File: src/rtl/xadc_multich_sampler.sv
// Multi-channel XADC sequencer: converts each enabled VAUX channel 2^k times over DRP,
// averages the samples and emits one tagged result per channel, with handshake timeouts.
module xadc_multich_sampler #(
  parameter int unsigned N_CH         = 4,
  parameter int unsigned NB_DATA      = 12,
  parameter int unsigned MAX_AVG_LOG2 = 3,
  parameter logic [6:0]  CH_ADDR_BASE = 7'h16,
  parameter int unsigned TIMEOUT      = 1024,
  localparam int unsigned AW  = (MAX_AVG_LOG2 > 0) ? $clog2(MAX_AVG_LOG2 + 1) : 1,
  localparam int unsigned CHW = (N_CH > 1) ? $clog2(N_CH) : 1
) (
  input  logic               clk,
  input  logic               rst_n,
  input  logic               i_start,
  input  logic [N_CH-1:0]    i_ch_mask,
  input  logic [AW-1:0]      i_avg_log2,
  output logic               o_convst,
  input  logic               i_eoc,
  output logic               o_den,
  output logic [6:0]         o_daddr,
  input  logic               i_drdy,
  input  logic [15:0]        i_do,
  output logic               o_busy,
  output logic               o_valid,
  output logic [CHW-1:0]     o_ch,
  output logic [NB_DATA-1:0] o_data,
  output logic               o_done,
  output logic               o_timeout_err
);

  localparam int unsigned ACCW = NB_DATA + MAX_AVG_LOG2;
  localparam int unsigned CNTW = MAX_AVG_LOG2 + 1;
  localparam int unsigned TW   = $clog2(TIMEOUT + 1);

  typedef enum logic [3:0] {
    StIdle, StSelect, StConv, StWaitEoc, StRead, StWaitDrdy, StAccum, StEmit, StDone
  } state_e;

  state_e             state_q, state_d;
  logic [N_CH-1:0]    mask_q, mask_d;
  logic [AW-1:0]      avg_q, avg_d;
  logic [CHW-1:0]     ch_q, ch_d;
  logic [TW-1:0]      tmo_q, tmo_d;
  logic [NB_DATA-1:0] sample_q, sample_d;
  logic [ACCW-1:0]    acc_q, acc_d;
  logic [CNTW-1:0]    cnt_q, cnt_d;
  logic [6:0]         daddr_q, daddr_d;
  logic [NB_DATA-1:0] data_q, data_d;
  logic [CHW-1:0]     och_q, och_d;
  logic               err_q, err_d;

  logic [CHW-1:0]     sel_ch;
  logic [AW-1:0]      avg_clamped;
  logic [31:0]        avg_req;
  logic [ACCW-1:0]    acc_sum;
  logic [CNTW-1:0]    cnt_inc;
  logic [CNTW-1:0]    cnt_target;

  // Lowest set bit of the remaining mask; scanning downward leaves the lowest index last.
  always_comb begin
    sel_ch = '0;
    for (int i = N_CH - 1; i >= 0; i--) begin
      if (mask_q[i]) sel_ch = CHW'(i);
    end
  end

  always_comb begin
    avg_req     = 32'(i_avg_log2);
    avg_clamped = i_avg_log2;
    if (avg_req > MAX_AVG_LOG2) avg_clamped = AW'(MAX_AVG_LOG2);
  end

  assign acc_sum    = acc_q + ACCW'(sample_q);
  assign cnt_inc    = cnt_q + CNTW'(1);
  assign cnt_target = CNTW'(1) << avg_q;

  always_comb begin
    state_d  = state_q;
    mask_d   = mask_q;
    avg_d    = avg_q;
    ch_d     = ch_q;
    tmo_d    = tmo_q;
    sample_d = sample_q;
    acc_d    = acc_q;
    cnt_d    = cnt_q;
    daddr_d  = daddr_q;
    data_d   = data_q;
    och_d    = och_q;
    err_d    = err_q;

    case (state_q)
      StIdle: begin
        if (i_start) begin
          mask_d  = i_ch_mask;
          avg_d   = avg_clamped;
          err_d   = 1'b0;
          acc_d   = '0;
          cnt_d   = '0;
          state_d = StSelect;
        end
      end
      StSelect: begin
        if (mask_q == '0) begin
          state_d = StDone;
        end else begin
          ch_d    = sel_ch;
          mask_d  = mask_q & (mask_q - N_CH'(1));
          state_d = StConv;
        end
      end
      StConv: begin
        tmo_d   = '0;
        state_d = StWaitEoc;
      end
      StWaitEoc: begin
        if (i_eoc) begin
          daddr_d = CH_ADDR_BASE + 7'(ch_q);
          state_d = StRead;
        end else if (tmo_q == TW'(TIMEOUT - 1)) begin
          err_d   = 1'b1;
          state_d = StDone;
        end else begin
          tmo_d = tmo_q + TW'(1);
        end
      end
      StRead: begin
        tmo_d   = '0;
        state_d = StWaitDrdy;
      end
      StWaitDrdy: begin
        if (i_drdy) begin
          sample_d = i_do[15 -: NB_DATA];
          state_d  = StAccum;
        end else if (tmo_q == TW'(TIMEOUT - 1)) begin
          err_d   = 1'b1;
          state_d = StDone;
        end else begin
          tmo_d = tmo_q + TW'(1);
        end
      end
      StAccum: begin
        acc_d = acc_sum;
        cnt_d = cnt_inc;
        if (cnt_inc < cnt_target) begin
          state_d = StConv;
        end else begin
          // Result registers load here so they are already stable during the valid strobe.
          data_d  = NB_DATA'(acc_sum >> avg_q);
          och_d   = ch_q;
          state_d = StEmit;
        end
      end
      StEmit: begin
        acc_d   = '0;
        cnt_d   = '0;
        state_d = StSelect;
      end
      StDone:  state_d = StIdle;
      default: state_d = StIdle;
    endcase
  end

  always_ff @(posedge clk or negedge rst_n) begin
    if (!rst_n) begin
      state_q  <= StIdle;
      mask_q   <= '0;
      avg_q    <= '0;
      ch_q     <= '0;
      tmo_q    <= '0;
      sample_q <= '0;
      acc_q    <= '0;
      cnt_q    <= '0;
      daddr_q  <= '0;
      data_q   <= '0;
      och_q    <= '0;
      err_q    <= 1'b0;
    end else begin
      state_q  <= state_d;
      mask_q   <= mask_d;
      avg_q    <= avg_d;
      ch_q     <= ch_d;
      tmo_q    <= tmo_d;
      sample_q <= sample_d;
      acc_q    <= acc_d;
      cnt_q    <= cnt_d;
      daddr_q  <= daddr_d;
      data_q   <= data_d;
      och_q    <= och_d;
      err_q    <= err_d;
    end
  end

  assign o_convst      = (state_q == StConv);
  assign o_den         = (state_q == StRead);
  assign o_valid       = (state_q == StEmit);
  assign o_done        = (state_q == StDone);
  assign o_busy        = (state_q != StIdle) && (state_q != StDone);
  assign o_daddr       = daddr_q;
  assign o_ch          = och_q;
  assign o_data        = data_q;
  assign o_timeout_err = err_q;

endmodule
File: config.mk
export PLATFORM = sky130hd
export DESIGN_NAME = xadc_multich_sampler
export DESIGN_NICKNAME = d
export VERILOG_FILES = /design/src/rtl/xadc_multich_sampler.sv
export SDC_FILE = /design/constraint.sdc
export NUM_CORES = 1
export LEC_CHECK = 0
export CAP_MARGIN = 10
export CELL_PAD_IN_SITES_DETAIL_PLACEMENT = 1
export CELL_PAD_IN_SITES_GLOBAL_PLACEMENT = 2
export CORE_MARGIN = 8
export CORE_UTILIZATION = 32
export CTS_CLUSTER_SIZE = 10
export DETAILED_ROUTE_END_ITERATION = 8
export PLACE_DENSITY_LB_ADDON = 0.1
export SLEW_MARGIN = 20
export SYNTH_ARGS = -nofsm -noshare
export SYNTH_HDL_FRONTEND = slang
export SYNTH_SLANG_ARGS = --single-unit
export TNS_END_PERCENT = 5
File: constraint.sdc
create_clock -name clk -period 2.4 [get_ports clk]
set_input_delay 0.72 -clock clk [delete_from_list [all_inputs] [get_ports clk]]
set_output_delay 0.72 -clock clk [all_outputs]
set_load 0.02 [all_outputs]
# Yosys cells after proc, flatten, opt, wreduce, memory -nomap -nowiden
# Index checks and enable logic that the tools add are counted.
# totals
reg_bits,76
in_bits,27
word_cells,82
# op_classes
n_addsub,5
order_cmp,1
eq_ne,14
n_shift,2
muxes,27
n_bitwise,3
reduce_logical,18
# ops
op,n
one-hot mux 15 bit (3 select lines),1
2-to-1 mux 11 bit,3
one-hot mux 11 bit (3 select lines),1
2-to-1 mux 4 bit,8
one-hot mux 4 bit (8 select lines),1
"== test 4 x 3 -> 1 bit, second input constant",4
adder 15 x 12 -> 15 bit,1
2-to-1 mux 15 bit,1
right shift 15 x 2 -> 12 bit,1
one-hot mux 4 bit (3 select lines),1
AND reduction 2 bit,6
"adder 11 x 1 -> 11 bit, second input constant",1
"== test 11 x 10 -> 1 bit, second input constant",1
nonzero test 3 bit,3
"== test 4 x 2 -> 1 bit, second input constant",2
zero test 4 bit,2
2-to-1 mux 2 bit,4
"!= test 2 bit, second input constant",4
one-hot mux 4 bit (2 select lines),1
"adder 5 x 2 -> 6 bit, first input constant",1
AND reduction 3 bit,2
"adder 4 x 1 -> 4 bit, second input constant",1
bitwise AND 4 bit,1
"== test 4 x 1 -> 1 bit, second input constant",1
14 further kinds,18

# Logic depth before layout (Yosys ltp)
# Gate-level depths: netlist of run 1.
# depth
word_depth,4
ltp_mapped,10
depth_no_buf,10

# Worst setup path before layout of run 1
# No wires, ideal clock.
# synth_timing
path_type,reg2reg
start,register acc_q[0]
end,register data_q[6] (netlist: o_data[6])
setup_time_ns,0.125
t_arrival_ns,2.525
setup_slack_ns,-0.250
stages_incl_launch_ff,11
n_path_buf,0
synth_period_minus_slack_ns,2.650
cell_sequence,dfrtp_1 -> ha_1 -> inv_1 -> fa_1 -> nor2b_4 -> o2111a_2 -> nor4_4 -> or2_2 -> xnor2_1 -> mux4_2 -> mux2_4
# synth_between
elab_chain_cells,2
# synth_rtl
element,line,text
start: declaration,45,"logic [ACCW-1:0] acc_q, acc_d;"
start signal: assignment,171,acc_q <= '0;
start signal: assignment,184,acc_q <= acc_d;
adder 15 x 12 -> 15 bit,73,assign acc_sum = acc_q + ACCW'(sample_q);
right shift 15 x 2 -> 12 bit,148,data_d = NB_DATA'(acc_sum >> avg_q);
end signal: assignment,187,data_q <= data_d;
end: declaration,48,"logic [NB_DATA-1:0] data_q, data_d;"
# No other way between the ends.
# A chain may end at the register's enable or synchronous reset.

# Worst setup path after layout of run 1
# layout_timing
start,register sample_q[0]
end,register data_q[6] (netlist: o_data[6])
# layout_between
elab_chain_cells,2
# layout_rtl
element,line,text
start: declaration,44,"logic [NB_DATA-1:0] sample_q, sample_d;"
start signal: assignment,183,sample_q <= sample_d;
adder 15 x 12 -> 15 bit,73,
right shift 15 x 2 -> 12 bit,148,
# No other way between the ends.

==> run_results.csv, run 1 <==
group,metric,value,unit
power_and_ir_drop,ir_drop,0.461,mV
yosys,yosys.area.top_type,"dfrtp_1",
drt,detail_route.first_pass.iterations,4,
die,rows,42,
critical_path,critical_path_class,"register to register",
yosys,synth.area.top_cells,"dfrtp_1 (42%), ha_1 (4.9%), mux2_2 (4.7%), nand2_1 (4.6%), o21ai_0 (3.8%)",
clock_network,htreeDepth,3,
timing,relSlewSlack,35.9,%
place,place_congestion,0.807,
timing,max_freq,380,MHz
timing,setup-violations-final,7,
timing,min_period_over_period,110,%
cells_and_area,layout-drive-gt1-share,21.7,%
timing,min_period,2630,ps
timing,holdWs,332,ps
global_routing,grt.total_usage,15.6,%
global_routing,antenna_found_initial,0,
drt,drt_iter0_markers,155,
timing,timing.setup.tns,-555,ps
yosys,ys_warn_count,0,
power_and_ir_drop,pwr_density_cell,1300,mW/mm^2
yosys,yosysMostFrequentCell,"dfrtp_1",
critical_path,critPathArrivalTime,2860,ps
yosys,ys_seq_area_share,42.4,%
critical_path,reg2reg_from,"sample_q[0]$_DFFE_PN0P_",
drt,post_drt_wl_per_cell,17.6,microns
drt,wirelength_met1,5750,microns
clock_network,cts.sink_count,73,
min_path,hold_class,"input port to asynchronous set/reset pin",
clock_network,postCtsSetupRepairBufs,0,
critical_path,endpoint_kind,"register",
drt,drcViolationCount,0,
drt,route.met3.wl,442,microns
die,dieArea,0.0174,sq mm
global_routing,grt_start_max_net_pins,41,
cells_and_area,finalNetCount,597,
drt,met2_length,6500,microns
drt,drt.antenna.violating_nets,0,
die,coreArea,0.0132,sq mm
clock_network,cts_tree,"yes",
drt,vias,3814,
clock_network,cts_buffers,9,
cells_and_area,instances_no_fill,733,
yosys,synth_top_flop_cell,"dfrtp_1",
clock_network,cts-root-buf,"clkbuf_16",
yosys,synthArstFlopShare,100,%
global_routing,grt_pass1_wl,22100,microns
run_status,status,"complete, but fails checks",
critical_path,r2r_slack,-230,ps
drt,routed_wl,12900,microns
timing,finClkSkew,5.47,ps
place,dpl_cell_area,0.00536,sq mm
yosys,syn_area_per_cell,9.39,sq um
critical_path,crit_required,2630,ps
timing,rsz0062_at_grt,"true",
die,fp.dieH,132,microns
drt,routed.top_layer,"met4",
critical_path,startpoint_type,"register",
clock_network,clk_pin_slew_worst_paths,60,ps
global_routing,first_global_vias,4364,
place,portBuffers,47,
die,die-width,132,microns
cells_and_area,num_antenna_cells,0,
place,post-dp-hpwl,9790,microns
place,dp_cells,717,
timing,drv_slew,0,
yosys,synth_cells,459,
critical_path,reg2reg_depth,10,
yosys,synth_edf_count,0,
critical_path,path_max_fanout,3,
yosys,synth_top_area_share,42.4,%
critical_path,rr_endpoint,"o_data[6]$_DFFE_PN0P_",
clock_network,clock_path_buffers,2,
cells_and_area,area_growth,32.5,%
cells_and_area,fin_area,0.00571,sq mm
yosys,synth_commonest_cells,"dfrtp_1 (73), nand2_1 (53), nor2_1 (43)",
clock_network,insertion_delay,350,ps
power_and_ir_drop,power.leakage,2.56,nW
timing,setup_slack,-228,ps
timing,worstMarginPinSlew,961,ps
yosys,ys_ff_latch,73,
global_routing,grt_overflow,0,
yosys,syn-cell-area,0.00431,sq mm
run,max_cap_violations,0,
die,ioPinCount,54,
drt,viasPerCell,5.20,
clock_network,postCtsHoldBufs,0,
timing,finalHoldViolations,0,
run_status,violations,"setup timing",
die,initial_utilization,32.7,%
yosys,synth_cell_types,65,
-- how the worst max path moves through the flow --
| stage | startpoint | endpoint | slack (ps) | depth (start not counted) |
|---|---|---|---|---|
| 2_1_floorplan | acc_q[0]$_DFFE_PN0P_ | o_data[6]$_DFFE_PN0P_ | -160 | 10 |
| 3_3_place_gp | sample_q[0]$_DFFE_PN0P_ | acc_q[14]$_DFFE_PN0P_ | -230 | 11 |
| 3_5_place_dp | sample_q[0]$_DFFE_PN0P_ | o_data[6]$_DFFE_PN0P_ | -270 | 10 |
| 4_1_cts | sample_q[0]$_DFFE_PN0P_ | o_data[6]$_DFFE_PN0P_ | -230 | 10 |
| 5_1_grt | acc_q[0]$_DFFE_PN0P_ | o_data[6]$_DFFE_PN0P_ | -320 | 10 |
| 6_report | sample_q[0]$_DFFE_PN0P_ | o_data[6]$_DFFE_PN0P_ | -230 | 10 |
-- layer usage --
layer  GRT usage (%)  vias up
li1                -     1838
met1            17.9     1908
met2            27.7       55
met3            4.23       13
met4            4.72        0
met5               0        -
-- logic make-up (layout without fill, tap and decap cells) --
logic type / after synthesis / in the layout / synth area share, %
and+or+nand+nor: 152 / 152 / 16.6
AOI/OAI and AO/OA: 129 / 129 / 20.7
DFF: 73 / 73 / 42.4
buffers and inverters: 40 / 137 / 3.80
muxes: 26 / 26 / 6.97
xor gates and xnor gates: 20 / 20 / 4.07
adders and majority gates: 18 / 18 / 5.40
other: 1 / 2 / 0.0870
-- cells in the final DEF (no fill, tap or decap), drive strengths merged, types with 4 or more instances in the layout --
| master | netlist | routed |
|---|---|---|
| a21o | 5 | 5 |
| clkbuf | 16 | 10 |
| o21a | 7 | 7 |
| inv | 16 | 16 |
| a22o | 15 | 15 |
| nor3 | 10 | 10 |
| nand4 | 4 | 4 |
| nor2b | 4 | 4 |
| nor4 | 5 | 5 |
| xnor2 | 12 | 12 |
| nand2 | 53 | 53 |
| clkinv | 1 | 4 |
| dfrtp | 73 | 73 |
| nand2b | 4 | 4 |
| mux2i | 6 | 6 |
| o21ai | 34 | 34 |
| a21oi | 23 | 23 |
| mux2 | 19 | 19 |
| a211oi | 7 | 7 |
| o311ai | 4 | 4 |
| or3 | 6 | 6 |
| a31oi | 4 | 4 |
| ha | 17 | 17 |
| clkdlybuf4s50 | 0 | 41 |
| xor2 | 8 | 8 |
| nand3 | 13 | 13 |
| buf | 7 | 58 |
| nor2 | 43 | 43 |
| o211ai | 5 | 5 |
-- flip-flops by register name, summed over array words and instances, names as in the netlist, 4 cells and up --
signal    cells
mask_q        4
o_data       12
acc_q        15
sample_q     12
tmo_q        11
state_q       4
cnt_q         4
o_daddr       4
-- cell type report --
cell class,instances,area [sq um]
clock buffers,9,225
clock inverters,7,71.3
fillers,1521,7480
inverters,17,63.8
multi-input cells,347,2410
flip-flops and latches,73,1830
well taps,176,220
repair buffers,104,898
-- per-stage QoR --
stage	total power [mW]	worst slack, ps	util, %
floorplan	4.32	-155	-
global placement	5.89	-227	40.6
detailed placement	6.01	-274	40.6
CTS	7.47	-233	43.0
global route	8.01	-317	43.3
finish	7.42	-228	43.3
-- power by group --
group	internal, mW	switching [mW]	leakage (nW)
Clock	0.802	0.554	0.137
Combinational	1.89	2.23	1.47
Sequential	1.63	0.324	0.960
Total	4.32	3.11	2.56
-- worst max-delay path: stages (launching register included) --
cell and delay (ps):
dfrtp_1 360, ha_2 190, inv_2 40, fa_2 370
nor2b_4 140, o2111a_2 240, nor4_4 60, or2_4 250
xnor2_2 140, mux4_2 460, mux2_4 260
-- what timing repair did --
item	in CTS	in global routing
cloned	0	0
gates resized for setup	12	11
pin swaps	5	4
setup endpoints to repair	15	16
No activity file was read; power rests on OpenSTA's default activity.
==> run 2: changes to the inputs <==
--- a/config.mk
+++ b/config.mk
@@ -9,11 +9,13 @@
 export CELL_PAD_IN_SITES_DETAIL_PLACEMENT = 1
 export CELL_PAD_IN_SITES_GLOBAL_PLACEMENT = 2
 export CORE_MARGIN = 8
-export CORE_UTILIZATION = 32
+export CORE_UTILIZATION = 33
+export CTS_BUF_LIST = sky130_fd_sc_hd__clkbuf_8
 export CTS_CLUSTER_SIZE = 10
 export DETAILED_ROUTE_END_ITERATION = 8
 export PLACE_DENSITY_LB_ADDON = 0.1
-export SLEW_MARGIN = 20
+export REMOVE_ABC_BUFFERS = 1
+export SLEW_MARGIN = 5
 export SYNTH_ARGS = -nofsm -noshare
 export SYNTH_HDL_FRONTEND = slang
 export SYNTH_SLANG_ARGS = --single-unit
==> run 2 against run 1 <==
- the flow still finishes with violations (setup timing)
- combinational power grew 3%
- worst hold slack gained 19 ps
- clock skew is essentially flat
- final cell count grew 1.2%
- count of clock-buffer cells in the layout is the same
- sequential share of layout area is essentially flat
- clock power shrank 27%
- via count grew 1.2%
- maximum frequency grew 1.3%
- routed wire length shrank 0.50%
- critical path depth is the same
- largest cell class unchanged
==> run_results.csv, run 2 (synthesized netlist as in run 1, its figures left out) <==
group,metric,value,unit
run_status,status,"complete, but fails checks",
run_status,violations,"setup timing",
timing,min_period_over_period,108,%
critical_path,reg2reg_from,"acc_q[0]$_DFFE_PN0P_",
critical_path,crit_required,2660,ps
die,rows,41,
clock_network,cts-root-buf,"clkbuf_8",
global_routing,antenna_found_initial,0,
critical_path,critPathArrivalTime,2850,ps
cells_and_area,fin_util,45.2,%
timing,rsz0062_at_grt,"true",
die,dieArea,0.0170,sq mm
timing,finalHoldViolations,0,
place,dp_cells,722,
cells_and_area,layout-drive-gt1-share,23.9,%
clock_network,htreeDepth,3,
cells_and_area,area_growth,32.8,%
place,portBuffers,47,
drt,drt_iter0_markers,189,
critical_path,cpPeakStageDelay,450,ps
die,initial_utilization,34.0,%
timing,setup_slack,-194,ps
clock_network,cts_buffers,9,
critical_path,reg2reg_depth,10,
cells_and_area,layout_common_cells,"dfrtp_1 (71), buf_4 (68), nand2_1 (53)",
critical_path,startpoint_type,"register",
cells_and_area,finalNetCount,610,
drt,viasPerCell,5.20,
critical_path,r2r_slack,-190,ps
drt,vias,3859,
drt,detail_route.first_pass.iterations,6,
drt,post_drt_wl_per_cell,17.3,microns
die,ioPinCount,54,
timing,setup-violations-final,9,
power_and_ir_drop,ir_drop,0.394,mV
die,fp.dieH,130,microns
timing,relSlewSlack,55.1,%
timing,timing.setup.tns,-833,ps
critical_path,crit_chain,"ha_2 -> inv_2 -> fa_2 -> nor2b_4 -> o2111a_2 -> nor4_4 -> or2_4 -> xnor2_2 -> mux4_2 -> mux2_4",
clock_network,cts.sink_count,73,
min_path,hold_class,"input port to asynchronous set/reset pin",
timing,finClkSkew,5.35,ps
global_routing,grt.total_usage,15.9,%
critical_path,critical_path_class,"register to register",
cells_and_area,instances_no_fill,742,
global_routing,grt_start_max_net_pins,74,
die,coreArea,0.0127,sq mm
power_and_ir_drop,pwr_density_cell,1260,mW/mm^2
power_and_ir_drop,power.leakage,2.58,nW
cells_and_area,num_antenna_cells,0,
clock_network,postCtsHoldBufs,0,
die,die-width,130,microns
critical_path,startpoint,"acc_q[0]$_DFFE_PN0P_",
clock_network,insertion_delay,360,ps
critical_path,endpoint_kind,"register",
cells_and_area,top_register,"acc_q",
timing,drv_slew,0,
drt,drt.antenna.violating_nets,0,
place,place_congestion,0.794,
global_routing,grt_overflow,0,
cells_and_area,final_common_cell,"dfrtp_1",
drt,routed_wl,12800,microns
cells_and_area,largest_register_ff_count,15,
global_routing,first_global_vias,4177,
clock_network,cts_tree,"yes",
run,max_cap_violations,0,
place,post-dp-hpwl,9420,microns
clock_network,clock_path_buffers,2,
drt,drcViolationCount,0,
global_routing,grt_pass1_wl,21300,microns
timing,worstMarginPinSlew,667,ps
timing,min_period,2590,ps
critical_path,path_max_fanout,3,
timing,max_freq,385,MHz
critical_path,cp_slowest_cell,"mux4_2",
clock_network,clk_pin_slew_worst_paths,80,ps
-- run 2: changes by cell type in the layout (fill, tap and decap cells not counted), moves of 2 or more --
cell	before	now
xnor2_1	9	11
dfrtp_1	73	71
buf_4	57	68
dfrtp_2	0	2
clkbuf_16	9	0
clkbuf_8	0	9
a211oi_2	2	0
xnor2_2	3	1
buf_12	1	3
-- run 2: final timing paths --
kind,end
setup / recovery,o_data[6]$_DFFE_PN0P_
hold / removal,sample_q[4]$_DFFE_PN0P_
setup reg to reg,o_data[6]$_DFFE_PN0P_
hold reg to reg,o_daddr[4]$_DFFE_PN0P_
max in group asynchronous,state_q[0]$_DFFE_PN0N_
min in group clk,o_daddr[4]$_DFFE_PN0P_
-- run 2: per-stage QoR --
stage / setup WS (ps) / hold slack [ps] / area, sq um / power (mW)
3_3_place_gp: -289 / 451 / 5440 / 5.96
2_1_floorplan: -375 / 424 / 4210 / 4.23
3_5_place_dp: -337 / 467 / 5440 / 6.06
5_1_grt: -287 / 388 / 5720 / 7.75
4_1_cts: -256 / 366 / 5680 / 7.19
6_report: -194 / 350 / 5720 / 7.19
-- run 2: critical path: cells and delay by family, from the launching register on --
kind / cells / cell delay [ps]
mux: 2 / 710
fa+ha+maj: 2 / 560
simple gates: 3 / 450
flops: 1 / 360
compound gates: 1 / 230
xor+xnor: 1 / 140
buf+inv: 1 / 40
-- run 2: area by class of cell --
class                   count  area [sq um]
clock inverters             7          71.3
fillers                  1443          6950
multi-input cells         347          2410
clock buffers               9           124
well taps                 172           215
flip-flops and latches     73          1830
inverters                  17          63.8
repair buffers            117          1010
-- run 2: power by group --
part | switching (mW) | total, mW | leakage, nW | internal, mW
Sequential | 0.318 | 1.94 | 0.957 | 1.63
Combinational | 2.25 | 4.25 | 1.52 | 2.00
Clock | 0.517 | 0.997 | 0.0970 | 0.480
-- run 2: metal layers --
| layer | part of all wire [%] | track usage [%] | up-vias |
|---|---|---|---|
| met3 | 4.5 | 3.92 | 12 |
| met2 | 49 | 26.6 | 53 |
| met4 | 1.2 | 4.71 | 0 |
| met1 | 46 | 20.0 | 1924 |
| met5 | 0 | 0 | - |
| li1 | - | - | 1870 |
-- run 2: timing repair --
action | in CTS | in global routing
resized for setup | 19 | 14
setup endpoints to repair | 17 | 18
setup buffers | 2 | 2
pin swaps | 7 | 6
